## config.mk

```make
export PLATFORM = sky130hd
export DESIGN_NAME = mul_iter_unit_flat
export DESIGN_NICKNAME = d
export VERILOG_FILES = /design/src/rtl/mul_iter_if.sv /design/src/rtl/mul_iter_unit.sv /design/src/flat_wrapper.sv
export SDC_FILE = /design/constraint.sdc
export NUM_CORES = 1
export LEC_CHECK = 0
export CAP_MARGIN = 20
export CORE_ASPECT_RATIO = 0.75
export CORE_UTILIZATION = 60
export DETAILED_ROUTE_END_ITERATION = 10
export HOLD_SLACK_MARGIN = 0.02
export PLACE_DENSITY = 0.79
export SLEW_MARGIN = 30
export SYNTH_ARGS = -nofsm -noshare
export SYNTH_HDL_FRONTEND = slang
export SYNTH_SLANG_ARGS = --single-unit
```

## constraint.sdc

```tcl
create_clock -name clk -period 7.8 [get_ports clk]
set_clock_uncertainty 0.05 [all_clocks]
set_input_delay 0.78 -clock clk [delete_from_list [all_inputs] [get_ports clk]]
set_output_delay 0.78 -clock clk [all_outputs]
set_load 0.005 [all_outputs]
```

## src/rtl/mul_iter_if.sv

```systemverilog
`default_nettype none
// =============================================================================
// mul_iter_if : EX-stage handshake between the core and the iterative multiplier
// Rev 1.0
// =============================================================================
interface mul_iter_if #(
    parameter int WIDTH = 32
);
    logic             valid;
    logic [1:0]       funct3;
    logic [WIDTH-1:0] rs1_data;
    logic [WIDTH-1:0] rs2_data;
    logic             stall;
    logic             mul_ready;
    logic [WIDTH-1:0] mul_out;

    modport master (
        output valid, funct3, rs1_data, rs2_data,
        input  stall, mul_ready, mul_out
    );

    modport slave (
        input  valid, funct3, rs1_data, rs2_data,
        output stall, mul_ready, mul_out
    );
endinterface
`default_nettype wire

```

## src/rtl/mul_iter_unit.sv

```systemverilog
`default_nettype none
// =============================================================================
// mul_iter_unit : iterative shift-add RV32M multiplier (MUL/MULH/MULHSU/MULHU)
// Rev 1.0
// =============================================================================
module mul_iter_unit #(
    parameter int WIDTH = 32
) (
    input wire        clk,
    input wire        rst_n,
    mul_iter_if.slave bus
);
    localparam int               CNT_W  = $clog2(WIDTH);
    localparam logic [CNT_W-1:0] c_LAST = CNT_W'(WIDTH - 1);

    localparam logic [1:0] c_IDLE = 2'd0;
    localparam logic [1:0] c_BUSY = 2'd1;
    localparam logic [1:0] c_DONE = 2'd2;

    logic [1:0]         r_state;
    logic [1:0]         w_next;
    logic [2*WIDTH-1:0] r_mcand;
    logic [WIDTH-1:0]   r_mplier;
    logic [2*WIDTH-1:0] r_acc;
    logic [CNT_W-1:0]   r_cnt;
    logic               r_neg;
    logic               r_low;
    logic [WIDTH-1:0]   r_out;

    logic               w_sign_a;
    logic               w_sign_b;
    logic [WIDTH-1:0]   w_mag_a;
    logic [WIDTH-1:0]   w_mag_b;
    logic [2*WIDTH-1:0] w_acc_nxt;
    logic [2*WIDTH-1:0] w_prod;

    // Operand A is signed for MULH/MULHSU, operand B only for MULH.
    assign w_sign_a  = (bus.funct3 == 2'b01 || bus.funct3 == 2'b10) && bus.rs1_data[WIDTH-1];
    assign w_sign_b  = (bus.funct3 == 2'b01) && bus.rs2_data[WIDTH-1];
    assign w_mag_a   = w_sign_a ? -bus.rs1_data : bus.rs1_data;
    assign w_mag_b   = w_sign_b ? -bus.rs2_data : bus.rs2_data;

    assign w_acc_nxt = r_acc + (r_mplier[0] ? r_mcand : '0);
    // Full-width negate so the high word of mixed-sign products is correct.
    assign w_prod    = r_neg ? -w_acc_nxt : w_acc_nxt;

    always_ff @(posedge clk) begin
        if (!rst_n) begin
            r_state <= c_IDLE;
        end else begin
            r_state <= w_next;
        end
    end

    always_comb begin
        w_next = r_state;
        case (r_state)
            c_IDLE:  if (bus.valid) w_next = c_BUSY;
            c_BUSY:  if (r_cnt == c_LAST) w_next = c_DONE;
            c_DONE:  w_next = c_IDLE;
            default: w_next = c_IDLE;
        endcase
    end

    always_comb begin
        bus.stall     = 1'b0;
        bus.mul_ready = 1'b0;
        case (r_state)
            c_IDLE:  bus.stall     = bus.valid;
            c_BUSY:  bus.stall     = 1'b1;
            c_DONE:  bus.mul_ready = 1'b1;
            default: ;
        endcase
    end

    // The result register is loaded on the final iteration so it is valid during DONE.
    always_ff @(posedge clk) begin
        if (!rst_n) begin
            r_mcand  <= '0;
            r_mplier <= '0;
            r_acc    <= '0;
            r_cnt    <= '0;
            r_neg    <= 1'b0;
            r_low    <= 1'b0;
            r_out    <= '0;
        end else begin
            case (r_state)
                c_IDLE: begin
                    if (bus.valid) begin
                        r_mcand  <= {{WIDTH{1'b0}}, w_mag_a};
                        r_mplier <= w_mag_b;
                        r_acc    <= '0;
                        r_cnt    <= '0;
                        r_neg    <= w_sign_a ^ w_sign_b;
                        r_low    <= (bus.funct3 == 2'b00);
                    end
                end
                c_BUSY: begin
                    r_acc    <= w_acc_nxt;
                    r_mcand  <= r_mcand << 1;
                    r_mplier <= r_mplier >> 1;
                    r_cnt    <= r_cnt + 1'b1;
                    if (r_cnt == c_LAST) begin
                        r_out <= r_low ? w_prod[WIDTH-1:0] : w_prod[2*WIDTH-1:WIDTH];
                    end
                end
                default: ;
            endcase
        end
    end

    assign bus.mul_out = r_out;

endmodule
`default_nettype wire
```

## src/flat_wrapper.sv

```systemverilog
// flat-port wrapper written by rule: the top's interface ports become plain ports
module mul_iter_unit_flat 
#(
    parameter int WIDTH = 32
)
  (clk, rst_n, bus_valid, bus_funct3, bus_rs1_data, bus_rs2_data, bus_stall, bus_mul_ready, bus_mul_out);
  mul_iter_if #(.WIDTH(WIDTH)) bus_i ();
  input wire clk;
  input wire rst_n;
  input wire logic [$bits(bus_i.valid)-1:0] bus_valid;
  input wire logic [$bits(bus_i.funct3)-1:0] bus_funct3;
  input wire logic [$bits(bus_i.rs1_data)-1:0] bus_rs1_data;
  input wire logic [$bits(bus_i.rs2_data)-1:0] bus_rs2_data;
  output wire logic [$bits(bus_i.stall)-1:0] bus_stall;
  output wire logic [$bits(bus_i.mul_ready)-1:0] bus_mul_ready;
  output wire logic [$bits(bus_i.mul_out)-1:0] bus_mul_out;
  assign bus_i.valid = bus_valid;
  assign bus_i.funct3 = bus_funct3;
  assign bus_i.rs1_data = bus_rs1_data;
  assign bus_i.rs2_data = bus_rs2_data;
  assign bus_stall = bus_i.stall;
  assign bus_mul_ready = bus_i.mul_ready;
  assign bus_mul_out = bus_i.mul_out;
  mul_iter_unit #(.WIDTH(WIDTH)) u_core (.clk(clk), .rst_n(rst_n), .bus(bus_i));
endmodule
```

**Yosys cells after proc, flatten, opt, wreduce, memory -nomap -nowiden**

Index checks and enable logic that the tools add are counted.

- Flip-flop bits (word level): 201
- Input bits: 69
- Output and inout bits: 34
- Logic and storage cells: 49

- Add/sub/neg operators: 5
- Eq/ne operators: 7
- Muxes and demuxes: 18
- Bitwise operators: 1
- Reductions and logical operators: 10

Operator list:

| cell | number |
|---|---|
| $mux W64 | 4 |
| $pmux W64 S2 | 2 |
| $mux W32 | 4 |
| $add A64 B64 Y64 | 1 |
| $neg A32 Y32 | 2 |
| $neg A64 Y64 | 1 |
| $pmux W32 S2 | 1 |
| $pmux W5 S2 | 1 |
| $reduce_and A2 Y1 | 4 |
| $add A5 B1 Y5 const B | 1 |
| $eq A5 B5 Y1 const B | 1 |
| $mux W5 | 1 |
| $eq A2 B1 Y1 const B | 2 |
| $eq A2 B2 Y1 const B | 2 |
| $logic_not A2 Y1 | 2 |
| $mux W2 | 2 |
| $pmux W2 S2 | 1 |
| $logic_and A1 B1 Y1 | 2 |
| $ne A2 B1 Y1 const B | 1 |
| $ne A2 B2 Y1 const B | 1 |
| $pmux W1 S2 | 1 |
| $reduce_bool A2 Y1 | 1 |
| $logic_or A1 B1 Y1 | 1 |
| $mux W1 | 1 |
| $xor A1 B1 Y1 | 1 |

**Depth between registers and ports, before layout**

- Depth after elaboration: 6
- Gate-level depth with buffers: 20
- Depth with buffers taken out: 16

**Least setup slack after synthesis**

Ideal clock, no wire load.

- Kind: reg-to-reg
- From: register u_core.r_mplier[0]
- To: register u_core.r_out[22], in the netlist u_core.bus.mul_out[22]
- Library setup time: 0.124 ns
- Arrival time: 4.743 ns
- Required time: 7.626 ns
- Path slack: 2.883 ns
- Cell stages (with the launch flop): 19
- Buffers on the path: 2
- Clock period less this slack: 4.917 ns
- Cell sequence: dfxtp_1 > clkbuf_1 > clkbuf_1 > and2_1 > ha_1 > inv_1 > fa_1 > nand2b_1 > a21oi_1 > o21ai_1 > a32oi_1 > xnor2_1 > o211ai_1 > nor4_1 > nand3_1 > or4_1 > o311a_1 > o21ai_1 > a21oi_1

- Cells in the longest elaborated chain, start to end: 5

Ends and longest elaborated chain:

| element | line | RTL |
|---|---|---|
| start, declared | mul_iter_unit.sv:23 | `logic [WIDTH-1:0] r_mplier;` |
| start signal, assigned | mul_iter_unit.sv:91 | `r_mplier <= w_mag_b;` |
| start signal, assigned | mul_iter_unit.sv:101 | `r_mplier <= r_mplier >> 1;` |
| $mux W64 (*) | mul_iter_unit.sv:43 | `assign w_acc_nxt = r_acc + (r_mplier[0] ? r_mcand : '0);` |
| $add A64 B64 Y64 (*) | mul_iter_unit.sv:43 |  |
| $neg A64 Y64 | mul_iter_unit.sv:45 | `assign w_prod = r_neg ? -w_acc_nxt : w_acc_nxt;` |
| $mux W64 (*) | mul_iter_unit.sv:45 |  |
| $mux W32 (*) | mul_iter_unit.sv:104 | `r_out <= r_low ? w_prod[WIDTH-1:0] : w_prod[2*WIDTH-1:WIDTH];` |
| end signal, assigned | mul_iter_unit.sv:104 |  |
| end, declared | mul_iter_unit.sv:28 | `logic [WIDTH-1:0] r_out;` |

Mark *: on every way between the ends. The rest lies on a longest branch, timed or not.
A chain may end at the register's enable or synchronous reset.

**Final worst setup path**

Same ends and word-level chain as after synthesis.

==> flow_summary.yaml <==
finish:
  stdcell_area_um2: 17930
  layout.nets: 2381
  drive_above_1_share_pct: 5.504
  seq_area_um2: 4026
  stdcell_count: 2598
  fin_util_pct: 68.52
  nFillCells: 2208
  syn_to_final_growth_pct: 11.06
  multi_input_area_um2: 11410
clock_network:
  post_cts_buffers: 0
  clock-root-buffer: "clkbuf_16"
  cts_tree: "yes"
  cts_resized: 0
  htreeDepth: 1
  ctsHoldBuffers: 0
  clockBufferDepth: 3
  clk_pin_slew_worst_paths_ns: 0.07
  clk_latency_ns: 0.54
  cts_made_buffers: 22
  cts.sinks: 201
synth:
  yosys_warnings: 0
  synth_edf_count: 0
  ys_ff_latch: 201
  synth_ff_type: "dfxtp_1"
  synth_seq_area_share_pct: 24.93
  synthesis.instances: 2246
  syn_area_um2: 16140
  synth_cell_types: 94
  synthesis.nets: 2386
  async_reset_ff_share_pct: 0
  syn_avg_cell_area_um2: 7.186
sta:
  max_slew.worst_pin.slew_ns: 0.9774
  finalCritPeriodShare_pct: 77.64
  fmax_ghz: 0.1651
  drv_slew: 0
  setup_slack_ns: 1.744
  hold_slack_ns: 0.4098
  fin_crit_ns: 6.056
  setup_viol: 0
  tns_ns: 0
  hold_violations: 0
  rsz0062_at_grt: "no"
  slew_headroom_pct: 34.70
floorplan:
  dieHeight_um: 144.0
  die_w_um: 191.4
  initial_utilization_pct: 61.69
  num_io_pins: 103
  fp-row-count: 51
  coreArea_um2: 26160
  dieArea_um2: 27570
global_routing:
  antenna_found_initial: 1
  grt_max_degree: 133
  grt_pass1_vias: 15738
  grt_overflow: 0
  grt_use_total_pct: 40.61
  grt_pass1_wl_um: 87970
critical_path:
  crit_fanout: 48
  r2r-start: "u_core.r_mplier[0]$_SDFFE_PN0P_"
  required_ns: 8.16
  cp-start-kind: "flop"
  rr_worst_depth: 15
  r2r_slack_ns: 1.74
  cp_data_arrival_time_ns: 6.41
  rr_endpoint: "u_core.bus.mul_out[22]$_SDFFE_PN0P_"
  criticalPathCategory: "flop to flop"
  crit_path_end_kind: "flop"
power_and_ir_drop:
  swShare_pct: 30.17
  p_clk_share_pct: 40.6
  p_int_mw: 1.844
  power.leakage_nw: 6.750
  seq_power_share_pct: 41.0
  power_density_nw_per_um2: 147.3
  ir_worst_vdd_mv: 0.2028
  finalPower_mw: 2.640
  switching_power_mw: 0.7965
  pwr-share-comb_pct: 18.4
hold_path:
  hold_end: "u_core.r_mplier[2]$_SDFFE_PN0P_"
  hp-start: "u_core.r_mplier[3]$_SDFFE_PN0P_"
  hold-path-cell-count: 2
  hp-class: "flop to flop"
place:
  gp_congestion: 1.044
  port_buffers: 102
  post_dp_cell_area_um2: 17190
  place_inst: 2560
  place_hpwl_um: 42820
  post-place-ws_ns: 1.689
detailed_routing:
  wl_per_cell_um: 22.00
  initialDrtViolationCount: 2091
  vias_per_cell: 6.879
  dr.pass1.iters: 9
  ant_nets: 0
  num_vias: 17872
  routed_wl_um: 57160
  drcViolationCount: 0
status:
  outcome: "finished, final reports clean"
flow_run:
  drv_cap: 0
worst max-delay path, cell delays in order (launching register included):
cell      delay [ns]
dfxtp_1         0.62
buf_4           0.50
and2_1          0.20
ha_1            0.34
nand4_1         0.19
nor3_1          0.51
nand3_1         0.22
a311oi_1        0.54
o21ai_0         0.19
a222oi_1        0.56
and3b_1         0.29
or4b_4          0.59
or4_1           0.57
o311a_1         0.30
o21ai_1         0.13
a21oi_1         0.09
how the worst max path moves through the flow:
| stage | start | endpoint | slack [ns] | depth (start not counted) |
|---|---|---|---|---|
| 2_1_floorplan | u_core.r_mplier[0]$_SDFFE_PN0P_ | u_core.bus.mul_out[22]$_SDFFE_PN0P_ | 2.88 | 18 |
| 3_3_place_gp | u_core.r_mplier[0]$_SDFFE_PN0P_ | u_core.bus.mul_out[22]$_SDFFE_PN0P_ | 1.96 | 15 |
| 3_5_place_dp | u_core.r_mplier[0]$_SDFFE_PN0P_ | u_core.bus.mul_out[22]$_SDFFE_PN0P_ | 1.69 | 15 |
| 4_1_cts | u_core.r_mplier[0]$_SDFFE_PN0P_ | u_core.bus.mul_out[22]$_SDFFE_PN0P_ | 1.62 | 15 |
| 5_1_grt | u_core.r_mplier[0]$_SDFFE_PN0P_ | u_core.bus.mul_out[22]$_SDFFE_PN0P_ | 1.42 | 15 |
| 6_report | u_core.r_mplier[0]$_SDFFE_PN0P_ | u_core.bus.mul_out[22]$_SDFFE_PN0P_ | 1.74 | 15 |
cell usage in the layout, fill, tap and decap left out, types with 28 or more instances in the layout:
| cell type | Yosys | routed |
|---|---|---|
| or3_1 | 29 | 29 |
| ha_1 | 70 | 70 |
| nand4_1 | 32 | 32 |
| o21ai_0 | 123 | 123 |
| o31ai_1 | 32 | 32 |
| and2_1 | 84 | 83 |
| a21oi_1 | 275 | 275 |
| nor2_1 | 165 | 164 |
| dfxtp_1 | 201 | 199 |
| nand2_1 | 303 | 302 |
| inv_1 | 28 | 28 |
| xnor2_1 | 68 | 68 |
| nand3_1 | 123 | 123 |
| nor3_1 | 40 | 40 |
| xor2_1 | 60 | 60 |
| a22oi_1 | 68 | 68 |
| clkdlybuf4s50_1 | 0 | 102 |
sequential cells by signal (all words and copies together), names as in the netlist:
register            flops
u_core.r_low            1
u_core.r_cnt            5
u_core.r_state          2
u_core.bus.mul_out     32
u_core.r_neg            1
u_core.r_mplier        32
u_core.r_acc           64
u_core.r_mcand         64
cells in the mapped netlist (12+ instances only):
master | count | area share (%)
or3_1 | 29 | 1.1
and4_1 | 14 | 0.76
a31oi_1 | 27 | 1.0
buf_1 | 12 | 0.28
o211ai_1 | 21 | 0.98
o21a_1 | 16 | 0.74
nand4_1 | 32 | 1.2
clkbuf_1 | 123 | 2.9
inv_1 | 28 | 0.65
or4_1 | 18 | 0.84
nand2_1 | 303 | 7.0
a21o_1 | 23 | 1.1
o21ai_1 | 20 | 0.62
mux2i_1 | 14 | 0.87
a21oi_1 | 275 | 8.5
a22oi_1 | 68 | 3.2
dfxtp_1 | 201 | 25
nor2_1 | 165 | 3.8
xor2_1 | 60 | 3.3
buf_2 | 14 | 0.43
nand3_1 | 123 | 3.8
nor4_1 | 23 | 0.89
and2_1 | 84 | 3.3
xnor2_1 | 68 | 3.7
o21ai_0 | 123 | 3.8
and3_1 | 16 | 0.62
o31ai_1 | 32 | 1.5
ha_1 | 70 | 5.4
a211oi_1 | 23 | 1.1
nor3_1 | 40 | 1.2
power groups by stage:
stage               Sequential, mW  Clock [mW]  Combinational (mW)
floorplan                     1.09           0               0.332
global placement              1.10           0               0.457
detailed placement            1.10           0               0.467
CTS                           1.08        1.08               0.470
global route                  1.08        1.11               0.522
finish                        1.08        1.07               0.487
logic make-up after synthesis:
logic type	after synthesis	synth area share, %
buf+inv	185	4.620
mux	18	1.147
xor+xnor	128	6.946
simple gates	901	27.29
fa+ha+maj	71	5.550
compound gates	742	29.51
flops	201	24.93
final cells by class:
type / count / share of cell area (%)
sequential: 201 / 22.46
multi-input combinational: 1860 / 63.67
inverter: 29 / 0.6212
antenna: 1 / 0.01396
timing repair buffer: 127 / 6.882
tap: 344 / 2.401
clock inverter: 9 / 0.6003
clock buffer: 27 / 3.350
metal layers:
layer  GRT usage [%]  share of wire, %  up-vias  routed length [um]
li1                -                 -     8212                   -
met1           58.80                44     8505               25230
met2           58.87                41     1042               23260
met3           11.60                13      113                7209
met4           9.064               2.6        0                1466
met5               0                 0        -                   0
(Power assumes the default switching activity.)
